`src/rtl/layer_seq.sv`:
```
// layer_seq: programmable layer sequencer.
//
// Walks a host-loaded stage table. Each entry names one of NUM_ENG layer
// engines or ends the sequence (opcode all-ones). The selected engine is
// enabled while the registered DRAM-ready flag is high. Its DRAM bus is muxed
// onto the shared DRAM port.
//
// Ports:
//   clk, srstn          clock, synchronous active-low reset
//   start               pulse, run the table from stage 0 (ignored while busy)
//   cfg_we/addr/op      stage table write port (ignored while busy)
//   rdy_data            DRAM data ready (registered before use)
//   eng_*  (inputs)     per-engine done pulses and flattened DRAM buses
//   eng_en              one-hot enable of the running engine
//   data_out, addr_in, addr_out, dram_en_wr, dram_en_rd
//                       DRAM bus of the running engine, zero otherwise
//   busy, done, err     sequencer status
//   done_one_layer      one-cycle pulse per completed stage
//   stage_idx           current stage index
//   perf_last           cycle count of the last completed stage
//
// Optional build macro SEQ_PERF_EN enables the per-stage cycle counter;
// without it perf_last is tied to zero.
module layer_seq #(
  parameter int DATA_WIDTH = 32,
  parameter int ADDR_WIDTH = 18,
  parameter int NUM_ENG    = 4,
  parameter int MAX_STAGES = 16,
  parameter int OP_W       = 3
) (
  input  logic                            clk,
  input  logic                            srstn,
  input  logic                            start,
  input  logic                            cfg_we,
  input  logic [$clog2(MAX_STAGES)-1:0]   cfg_addr,
  input  logic [OP_W-1:0]                 cfg_op,
  input  logic                            rdy_data,
  input  logic [NUM_ENG-1:0]              eng_done,
  input  logic [NUM_ENG*DATA_WIDTH-1:0]   eng_data_out,
  input  logic [NUM_ENG*ADDR_WIDTH-1:0]   eng_addr_in,
  input  logic [NUM_ENG*ADDR_WIDTH-1:0]   eng_addr_out,
  input  logic [NUM_ENG-1:0]              eng_wr,
  input  logic [NUM_ENG-1:0]              eng_rd,
  output logic [NUM_ENG-1:0]              eng_en,
  output logic [DATA_WIDTH-1:0]           data_out,
  output logic [ADDR_WIDTH-1:0]           addr_in,
  output logic [ADDR_WIDTH-1:0]           addr_out,
  output logic                            dram_en_wr,
  output logic                            dram_en_rd,
  output logic                            busy,
  output logic                            done,
  output logic                            err,
  output logic                            done_one_layer,
  output logic [$clog2(MAX_STAGES):0]     stage_idx,
  output logic [31:0]                     perf_last
);

  localparam int IW = $clog2(MAX_STAGES);
  localparam logic [OP_W-1:0] OP_END     = '1;
  localparam logic [IW:0]     STAGE_END  = MAX_STAGES[IW:0];
  localparam logic [IW:0]     STAGE_ONE  = {{IW{1'b0}}, 1'b1};

  typedef enum logic [2:0] {S_IDLE, S_FETCH, S_RUN, S_DONE, S_ERR} state_t;

  state_t          state;
  logic [OP_W-1:0] tbl [MAX_STAGES];
  logic [OP_W-1:0] cur_eng;
  logic [OP_W-1:0] fetch_op;
  logic            rdy_data_ff;
  logic            in_run;
  logic            sel_done;

  // When stage_idx has run off the end of the table this read wraps to
  // entry 0, but the FETCH decode checks the end condition first.
  assign fetch_op = tbl[stage_idx[IW-1:0]];
  assign in_run   = (state == S_RUN);

  assign busy = (state == S_FETCH) || (state == S_RUN);
  assign done = (state == S_DONE);
  assign err  = (state == S_ERR);

  // Engine select: a for-loop mux keeps the index widths exact. It also
  // forces every DRAM output and enable to zero outside RUN.
  always_comb begin
    eng_en     = '0;
    data_out   = '0;
    addr_in    = '0;
    addr_out   = '0;
    dram_en_wr = 1'b0;
    dram_en_rd = 1'b0;
    sel_done   = 1'b0;
    for (int i = 0; i < NUM_ENG; i++) begin
      if (in_run && (cur_eng == OP_W'(i))) begin
        eng_en[i]  = rdy_data_ff;
        data_out   = eng_data_out[i*DATA_WIDTH +: DATA_WIDTH];
        addr_in    = eng_addr_in[i*ADDR_WIDTH +: ADDR_WIDTH];
        addr_out   = eng_addr_out[i*ADDR_WIDTH +: ADDR_WIDTH];
        dram_en_wr = eng_wr[i];
        dram_en_rd = eng_rd[i];
        sel_done   = eng_done[i];
      end
    end
  end

  // Sequencer FSM and stage table. The table is writable only while the
  // sequencer is idle, so a running sequence always sees a stable program.
  // A write together with start commits first, and FETCH then reads the new
  // entry.
  always_ff @(posedge clk) begin
    if (!srstn) begin
      state          <= S_IDLE;
      stage_idx      <= '0;
      cur_eng        <= '0;
      rdy_data_ff    <= 1'b0;
      done_one_layer <= 1'b0;
      for (int i = 0; i < MAX_STAGES; i++) tbl[i] <= OP_END;
    end else begin
      rdy_data_ff    <= rdy_data;
      done_one_layer <= 1'b0;
      case (state)
        S_IDLE, S_DONE, S_ERR: begin
          if (cfg_we) tbl[cfg_addr] <= cfg_op;
          if (start) begin
            state     <= S_FETCH;
            stage_idx <= '0;
          end
        end
        S_FETCH: begin
          if (stage_idx == STAGE_END) begin
            state <= S_DONE;
          end else if (32'(fetch_op) < NUM_ENG) begin
            cur_eng <= fetch_op;
            state   <= S_RUN;
          end else if (fetch_op == OP_END) begin
            state <= S_DONE;
          end else begin
            state <= S_ERR;
          end
        end
        S_RUN: begin
          if (sel_done) begin
            stage_idx      <= stage_idx + STAGE_ONE;
            done_one_layer <= 1'b1;
            state          <= S_FETCH;
          end
        end
        default: state <= S_IDLE;
      endcase
    end
  end

`ifdef SEQ_PERF_EN
  logic [31:0] perf_cnt;

  // The counter is only read in RUN, so clearing it in every FETCH cycle
  // gives the same result as clearing it on the FETCH->RUN transition.
  // perf_last captures count+1 so that the done cycle itself is included.
  always_ff @(posedge clk) begin
    if (!srstn) begin
      perf_cnt  <= '0;
      perf_last <= '0;
    end else begin
      if (state == S_FETCH) begin
        perf_cnt <= '0;
      end else if (in_run && (perf_cnt != '1)) begin
        perf_cnt <= perf_cnt + 32'd1;
      end
      if (in_run && sel_done) begin
        perf_last <= (perf_cnt == '1) ? perf_cnt : perf_cnt + 32'd1;
      end
    end
  end
`else
  assign perf_last = '0;
`endif

endmodule

```
`config.mk`:
```
export PLATFORM = sky130hd
export DESIGN_NAME = layer_seq
export DESIGN_NICKNAME = d
export VERILOG_FILES = /design/src/rtl/layer_seq.sv
export SDC_FILE = /design/constraint.sdc
export NUM_CORES = 1
export LEC_CHECK = 0
export ABC_AREA = 1
export BUFFER_PORTS_ARGS = -buffer_cell sky130_fd_sc_hd__buf_2
export CAP_MARGIN = 10
export CORE_AREA = 5 5 154 156
export DETAILED_ROUTE_END_ITERATION = 6
export DIE_AREA = 0 0 159 161
export PLACE_DENSITY = 0.51
export SLEW_MARGIN = 20
export SYNTH_ARGS = -nofsm -noshare
export SYNTH_HDL_FRONTEND = slang
export SYNTH_SLANG_ARGS = --single-unit
```
`constraint.sdc`:
```
create_clock -name clk -period 2.4 [get_ports clk]
set_input_delay 0.48 -clock clk [delete_from_list [all_inputs] [get_ports clk]]
set_output_delay 0.48 -clock clk [all_outputs]
set_load 0.03 [all_outputs]
```
==> results of run 1 <==
-- worst max-delay path, stage by stage (launching register included) --
cell and delay [ns]:
sky130_fd_sc_hd__dfxtp_2 0.36, sky130_fd_sc_hd__inv_4 0.05, sky130_fd_sc_hd__nand3_4 0.11, sky130_fd_sc_hd__inv_6 0.07, sky130_fd_sc_hd__nand2_4 0.11, sky130_fd_sc_hd__clkinv_8 0.11, sky130_fd_sc_hd__buf_4 0.15, sky130_fd_sc_hd__nand2_1 0.05
sky130_fd_sc_hd__nand4_1 0.27, sky130_fd_sc_hd__buf_6 0.26
-- metrics by stage --
stage           util  setup TNS (ns)  total power, mW  std cells  cell area, µm²
6_report       0.379               0             3.66       1512            8420
5_1_grt        0.379         -0.0955             3.80       1509            8410
4_1_cts        0.363          -0.885             3.62       1494            8060
3_5_place_dp   0.331               0             2.14       1469            7350
3_3_place_gp   0.331               0             2.14       1469            7350
2_1_floorplan      -               0             1.73        858            5260
-- state kept, by name, summed over array words and instances (netlist names), named ones only --
signal / flops
rdy_data_ff: 1
state: 3
cur_eng: 3
tbl: 48
done_one_layer: 1
stage_idx: 5
-- worst paths after layout --
check                          startpoint                      end  slack (ns)  depth (start not counted)
setup / recovery    state[0]$_SDFFE_PN0P_              data_out[1]        0.05                          9
hold / removal                   rdy_data   rdy_data_ff$_SDFF_PN0_        0.43                          3
setup reg to reg    state[0]$_SDFFE_PN0P_  tbl[6][2]$_SDFFCE_PN1P_        0.23                          8
hold reg to reg   cur_eng[2]$_SDFFE_PN0P_  cur_eng[2]$_SDFFE_PN0P_        0.51                          2
-- cell families (layout without fill, tap and decap cells) --
group / after synthesis / after routing / share of synthesized area
other cells: 1 / 35 / 0.000729
fa+ha+maj: 2 / 2 / 0.00486
simple gates: 582 / 582 / 0.482
flops: 65 / 65 / 0.346
compound gates: 36 / 36 / 0.0360
xor+xnor: 3 / 3 / 0.00511
buf+inv: 138 / 504 / 0.125
-- power breakdown --
part	switching, mW	internal [mW]
Clock	0.496	0.908
Combinational	0.621	0.403
Sequential	0.0108	1.22
-- layout make-up --
type / instances / area share
timing repair buffer: 424 / 0.332
timing repair inverter: 1 / 0.000446
antenna: 3 / 0.000891
clock buffer: 9 / 0.0267
inverter: 64 / 0.0324
sequential: 65 / 0.213
clock inverter: 6 / 0.0107
multi-input combinational: 655 / 0.342
tap: 285 / 0.0423
-- synth_stat cells, drive strengths merged (6+ instances only) --
cell,number,area share
inv,64,0.047
o21ai,20,0.019
nor2,41,0.030
nand3,45,0.047
edfxtp,48,0.28
nor3,6,0.0068
a21oi,14,0.014
clkbuf,37,0.027
buf,37,0.051
nand2,413,0.30
nand4,74,0.090
dfxtp,17,0.066
-- timing repair --
action	in CTS	in global routing
pin swaps	3	6
setup buffers	3	9
hold buffers	0	0
gates resized for setup	69	50
gates cloned	7	6
endpoints found under the hold margin	0	0
setup endpoints to repair	66	71
-- routing by layer --
layer	vias up	routed length, µm
li1	3415	-
met1	3179	12000
met2	447	14400
met3	63	3260
met4	6	1220
met5	-	47
==> impl_metrics.prom, run 1 <==
# TYPE chip_impl_metric gauge
chip_impl_metric{name="global_route.usage.total",unit=""} 0.217
chip_impl_metric{name="syn-mean-instance-area",unit="µm²"} 6.22
chip_impl_metric{name="grt_antenna_before_repair",unit=""} 6
chip_impl_metric{name="synthArstFlopShare",unit=""} 0
chip_impl_metric{name="detail_route.vias_per_cell",unit=""} 4.70
chip_impl_info{name="cts_tree",value="done"} 1
chip_impl_metric{name="grt_pass1_vias",unit=""} 6869
chip_impl_metric{name="netlist_instances",unit=""} 827
chip_impl_metric{name="drt_iter0_drc",unit=""} 538
chip_impl_metric{name="core_region_area",unit="µm²"} 22200
chip_impl_metric{name="max_cap_viol_count",unit=""} 0
chip_impl_metric{name="worst_ep_arrival_time",unit="ns"} 1.87
chip_impl_info{name="layout.cells.most_common_list",value="sky130_fd_sc_hd__nand2_1, sky130_fd_sc_hd__buf_2, sky130_fd_sc_hd__nand4_1"} 1
chip_impl_metric{name="postSynthRegisterBits",unit=""} 65
chip_impl_metric{name="globalplace.congestion",unit=""} 0.921
chip_impl_metric{name="worst_setup_hold_path_clk_slew",unit="ns"} 0.06
chip_impl_info{name="timing.critical_path.to_type",value="output port"} 1
chip_impl_metric{name="final.setup_skew",unit="ns"} 0.0138
chip_impl_metric{name="grtUsageMet1",unit=""} 0.261
chip_impl_metric{name="dr.pass1.iters",unit=""} 5
chip_impl_info{name="grt_setup_unrepaired",value="true"} 1
chip_impl_info{name="hold_class",value="input pin to register"} 1
chip_impl_metric{name="gr-usage-met3",unit=""} 0.0694
chip_impl_metric{name="vias",unit=""} 7110
chip_impl_metric{name="worst_slew_pin_slew",unit="ns"} 0.668
chip_impl_metric{name="cp_data_required_time",unit="ns"} 1.92
chip_impl_metric{name="layout_worst_path_cycle_share",unit=""} 0.981
chip_impl_metric{name="fin_hold_ws",unit="ns"} 0.432
chip_impl_metric{name="maximum_number_of_pins_on_one_net_before_global_route_repair",unit=""} 29
chip_impl_metric{name="global_route.usage.met2",unit=""} 0.364
chip_impl_metric{name="htree_levels",unit=""} 3
chip_impl_metric{name="setup_slack",unit="ns"} 0.0460
chip_impl_metric{name="ant_nets",unit=""} 0
chip_impl_metric{name="pre_cts_slack",unit="ns"} 0.0831
chip_impl_metric{name="portBuffers",unit=""} 378
chip_impl_metric{name="routed_wire_length_per_instance",unit="µm"} 20.5
chip_impl_metric{name="grt_first_pass_wirelength",unit="µm"} 42400
chip_impl_metric{name="syn_to_layout_area_delta",unit="%"} 63.7
chip_impl_metric{name="synthesized_cell_area",unit="µm²"} 5150
chip_impl_metric{name="detail_placement_hpwl",unit="µm"} 23300
chip_impl_metric{name="count_of_unique_library_cells_instantiated_by_yosys",unit=""} 27
chip_impl_metric{name="power.ir.vdd_worst",unit="V"} 0.000267
chip_impl_metric{name="die-area",unit="µm²"} 25600
chip_impl_info{name="run_status",value="finished, final reports clean"} 1
chip_impl_metric{name="maximum_count_of_clock_buffers_along_a_single_path",unit=""} 2
chip_impl_metric{name="dieWidth",unit="µm"} 159
chip_impl_info{name="timing.critical_path.from_type",value="register"} 1
chip_impl_metric{name="filler_cell_count",unit=""} 2454
chip_impl_metric{name="synth-seq-area-share",unit=""} 0.346
chip_impl_metric{name="yosys_warnings",unit=""} 0
chip_impl_metric{name="power-per-cell-area",unit="nW/µm²"} 434
chip_impl_info{name="globalRoute.busiestLayer",value="met2"} 1
chip_impl_metric{name="floorplan.initialDensity",unit=""} 0.232
chip_impl_info{name="ys_dominant_reg_cell",value="sky130_fd_sc_hd__edfxtp_1"} 1
chip_impl_metric{name="finalHoldViolCount",unit=""} 0
chip_impl_metric{name="multiInputGateArea",unit="µm²"} 2880
chip_impl_metric{name="finish.net_count",unit=""} 1518
chip_impl_metric{name="boundaryPins",unit=""} 411
chip_impl_info{name="cts_root_buf",value="sky130_fd_sc_hd__clkbuf_16"} 1
chip_impl_metric{name="layout-drive-gt1-share",unit=""} 0.382
chip_impl_metric{name="clk-insertion-delay-late",unit="ns"} 0.33
chip_impl_metric{name="finalCriticalPeriod",unit="ns"} 2.35
chip_impl_metric{name="synth-edff-count",unit=""} 48
chip_impl_metric{name="max_clock_freq",unit="MHz"} 425
chip_impl_metric{name="rows",unit=""} 55
chip_impl_metric{name="die_y",unit="µm"} 161
chip_impl_metric{name="critical_path_peak_fanout",unit=""} 7
chip_impl_metric{name="power_leakage",unit="nW"} 4.09
chip_impl_metric{name="globalRouteOverflowTotal",unit=""} 0
chip_impl_metric{name="relSlewSlack",unit=""} 0.554
chip_impl_metric{name="drt_wl_total",unit="µm"} 30900
chip_impl_metric{name="register_area",unit="µm²"} 1790
chip_impl_metric{name="drc",unit=""} 0
chip_impl_info{name="worst-setup-path-type",value="register to output port"} 1
chip_impl_metric{name="cts_buffers",unit=""} 9
chip_impl_info{name="layout.cells.most_common",value="sky130_fd_sc_hd__nand2_1"} 1
chip_impl_metric{name="setup_violations",unit=""} 0
chip_impl_metric{name="maxSlewViolCount",unit=""} 0
chip_impl_metric{name="clock-sinks",unit=""} 65
No activity file was read; power rests on OpenSTA's default activity.
==> run 2: changes to the inputs <==
--- a/config.mk
+++ b/config.mk
@@ -8,10 +8,10 @@
 export ABC_AREA = 1
 export BUFFER_PORTS_ARGS = -buffer_cell sky130_fd_sc_hd__buf_2
 export CAP_MARGIN = 10
-export CORE_AREA = 5 5 154 156
+export CORE_AREA = 10 10 150 152
 export DETAILED_ROUTE_END_ITERATION = 6
-export DIE_AREA = 0 0 159 161
-export PLACE_DENSITY = 0.51
+export DIE_AREA = 0 0 160 162
+export PLACE_DENSITY = 0.59
 export SLEW_MARGIN = 20
 export SYNTH_ARGS = -nofsm -noshare
 export SYNTH_HDL_FRONTEND = slang
==> constraint.sdc (replaced) <==
create_clock -name clk -period 2 [get_ports clk]
set_input_delay 0.4 -clock clk [delete_from_list [all_inputs] [get_ports clk]]
set_output_delay 0.4 -clock clk [all_outputs]
set_load 0.03 [all_outputs]
==> impl_metrics.prom, run 2 (synthesis gave the netlist of run 1 again) <==
# TYPE chip_impl_metric gauge
chip_impl_metric{name="grt_first_pass_wirelength",unit="µm"} 43400
chip_impl_info{name="cpMaxStageDelayCell",value="sky130_fd_sc_hd__dfxtp_4"} 1
chip_impl_metric{name="drt_iter0_drc",unit=""} 714
chip_impl_metric{name="maxSlewViolCount",unit=""} 0
chip_impl_metric{name="dr.pass1.iters",unit=""} 6
chip_impl_metric{name="power-per-cell-area",unit="nW/µm²"} 473
chip_impl_info{name="violations",value="negative setup slack"} 1
chip_impl_info{name="cts_root_buf",value="sky130_fd_sc_hd__clkbuf_16"} 1
chip_impl_info{name="timing.critical_path.to_type",value="output port"} 1
chip_impl_metric{name="vias",unit=""} 7211
chip_impl_metric{name="largest_reg_flops",unit=""} 48
chip_impl_metric{name="detail_route.vias_per_cell",unit=""} 4.73
chip_impl_metric{name="setup_slack",unit="ns"} -0.222
chip_impl_metric{name="worst_setup_hold_path_clk_slew",unit="ns"} 0.05
chip_impl_metric{name="htree_levels",unit=""} 3
chip_impl_metric{name="die_y",unit="µm"} 162
chip_impl_metric{name="cts_buffers",unit=""} 9
chip_impl_info{name="grt_setup_unrepaired",value="true"} 1
chip_impl_metric{name="cp_slowest_stage_delay",unit="ns"} 0.36
chip_impl_metric{name="path_buf_inv",unit=""} 3
chip_impl_metric{name="globalplace.congestion",unit=""} 0.924
chip_impl_info{name="largest_registers",value="tbl (48), stage_idx (5)"} 1
chip_impl_info{name="layout.cells.most_common",value="sky130_fd_sc_hd__nand2_1"} 1
chip_impl_metric{name="power_leakage",unit="nW"} 4.22
chip_impl_info{name="run_status",value="finished with violations"} 1
chip_impl_metric{name="detail_placement_hpwl",unit="µm"} 24800
chip_impl_info{name="hold_class",value="input pin to register"} 1
chip_impl_metric{name="core_region_area",unit="µm²"} 19400
chip_impl_metric{name="grt_antenna_before_repair",unit=""} 5
chip_impl_metric{name="max_clock_freq",unit="MHz"} 450
chip_impl_metric{name="finalHoldViolCount",unit=""} 0
chip_impl_metric{name="max_cap_viol_count",unit=""} 0
chip_impl_metric{name="drc",unit=""} 0
chip_impl_metric{name="pre_cts_slack",unit="ns"} -0.139
chip_impl_metric{name="final_core_utilization",unit=""} 0.450
chip_impl_metric{name="layout_worst_path_cycle_share",unit=""} 1.11
chip_impl_metric{name="ant_nets",unit=""} 0
chip_impl_metric{name="routed_wire_length_per_instance",unit="µm"} 20.4
chip_impl_metric{name="syn_to_layout_area_delta",unit="%"} 69.7
chip_impl_metric{name="maximum_number_of_pins_on_one_net_before_global_route_repair",unit=""} 50
chip_impl_metric{name="boundaryPins",unit=""} 411
chip_impl_metric{name="clk-insertion-delay-late",unit="ns"} 0.33
chip_impl_metric{name="filler_cell_count",unit=""} 2020
chip_impl_metric{name="maximum_count_of_clock_buffers_along_a_single_path",unit=""} 2
chip_impl_metric{name="post_cts_hold_buffer_count",unit=""} 0
chip_impl_info{name="worst-setup-path-type",value="register to output port"} 1
chip_impl_metric{name="global_route.usage.total",unit=""} 0.215
chip_impl_metric{name="globalRouteOverflowTotal",unit=""} 0
chip_impl_info{name="timing.critical_path.from_type",value="register"} 1
chip_impl_metric{name="die-area",unit="µm²"} 25900
chip_impl_metric{name="layout-drive-gt1-share",unit=""} 0.407
chip_impl_metric{name="portBuffers",unit=""} 378
chip_impl_metric{name="floorplan.initialDensity",unit=""} 0.265
chip_impl_metric{name="setup_violations",unit=""} 71
chip_impl_info{name="cts_tree",value="done"} 1
chip_impl_metric{name="finish.net_count",unit=""} 1550
chip_impl_metric{name="drt_wl_total",unit="µm"} 31100
chip_impl_metric{name="final.setup_skew",unit="ns"} 0.0112
chip_impl_info{name="layout.cells.most_common_list",value="sky130_fd_sc_hd__nand2_1, sky130_fd_sc_hd__buf_2, sky130_fd_sc_hd__nand4_1, sky130_fd_sc_hd__buf_6, sky130_fd_sc_hd__buf_4"} 1
chip_impl_metric{name="relSlewSlack",unit=""} 0.567
chip_impl_metric{name="dieWidth",unit="µm"} 160
chip_impl_info{name="regMostFlops",value="tbl"} 1
chip_impl_metric{name="finalCriticalPeriod",unit="ns"} 2.22
chip_impl_metric{name="power.ir.vdd_worst",unit="V"} 0.000382
chip_impl_metric{name="cp_data_required_time",unit="ns"} 1.60
chip_impl_info{name="cp_cell_sequence",value="nor3_2 > nand2_2 > inv_6 > buf_12 > nand2_1 > nand4_1 > buf_6"} 1
chip_impl_metric{name="grt_pass1_vias",unit=""} 7181
chip_impl_metric{name="worst_ep_arrival_time",unit="ns"} 1.82
chip_impl_info{name="worst_path_dominant_cell_family",value="simple AND/OR/NAND/NOR gates"} 1
chip_impl_metric{name="rows",unit=""} 51
chip_impl_metric{name="clock-sinks",unit=""} 65
chip_impl_metric{name="critical_path_peak_fanout",unit=""} 21
chip_impl_metric{name="worst_slew_pin_slew",unit="ns"} 0.649
[run 2: cell count changes in the layout (fill, tap and decap cells not counted), moves of 3 or more]
cell	change
sky130_fd_sc_hd__o21ai_0	-5
sky130_fd_sc_hd__buf_16	-4
sky130_fd_sc_hd__clkbuf_4	-3
sky130_fd_sc_hd__buf_2	-11
sky130_fd_sc_hd__clkbuf_16	-3
sky130_fd_sc_hd__nand2_1	-8
sky130_fd_sc_hd__nand2_2	+9
sky130_fd_sc_hd__o21ai_1	+3
sky130_fd_sc_hd__clkinv_1	+3
sky130_fd_sc_hd__buf_4	-5
sky130_fd_sc_hd__buf_12	+3
sky130_fd_sc_hd__buf_6	+57
[run 2: metrics by stage]
| step | hold WS, ns | power, mW | area, µm² | TNS, ns | instances |
|---|---|---|---|---|---|
| finish | 0.355 | 4.13 | 8730 | -11.24 | 1524 |
| global route | 0.347 | 4.30 | 8730 | -17.05 | 1522 |
| CTS | 0.336 | 4.09 | 8520 | -18.30 | 1512 |
| global placement | 0.501 | 2.60 | 7650 | -0.336 | 1488 |
| floorplan | 0.498 | 2.08 | 5270 | -0.922 | 858 |
| detailed placement | 0.509 | 2.60 | 7650 | -0.343 | 1488 |
[run 2: cell type report]
cell class | instances | area (µm²) | share of cell area
clock buffers | 9 | 225 | 0.0258
multi-input cells | 655 | 2930 | 0.336
flip-flops and latches | 65 | 1790 | 0.205
clock inverters | 6 | 36.3 | 0.00415
inverters | 64 | 260 | 0.0298
well taps | 265 | 332 | 0.0380
repair buffers | 457 | 3150 | 0.360
diodes | 3 | 7.51 | 0.000859
[run 2: worst min-delay path, cell delays in order]
cell                      delay [ns]
sky130_fd_sc_hd__buf_2          0.08
sky130_fd_sc_hd__nand2_1        0.09
sky130_fd_sc_hd__inv_1          0.07
[run 2: routing by layer]
layer / vias up / share of wire / GRT usage
met5: - / 0.0011 / 0
met4: 6 / 0.028 / 0.0672
met3: 59 / 0.10 / 0.0741
met2: 426 / 0.48 / 0.366
met1: 3253 / 0.39 / 0.249
li1: 3467 / - / -
[run 2: final timing paths]
path	startpoint	endpoint	slack, ns	cells past startpoint
max	cur_eng[0]$_SDFFE_PN0P_	data_out[3]	-0.22	7
min	rdy_data	rdy_data_ff$_SDFF_PN0_	0.36	3
max reg2reg	cur_eng[0]$_SDFFE_PN0P_	register	0.10	10
min reg2reg	stage_idx[4]$_SDFFE_PN0P_	stage_idx[4]$_SDFFE_PN0P_	0.51	2
[run 2: report_power, final]
part	total [mW]	switching, mW	internal [mW]
Clock	1.39	0.564	0.821
Sequential	1.47	0.0103	1.46
Combinational	1.27	0.750	0.523
Total	4.13	1.32	2.80
[run 2: what timing repair did]
| action | CTS | global route |
|---|---|---|
| cloned | 2 | 3 |
| gates resized for setup | 155 | 45 |
| setup buffers | 7 | 7 |
| setup endpoints to repair | 74 | 158 |
| pin swaps | 3 | 8 |
| endpoints found under the hold margin | 0 | 0 |
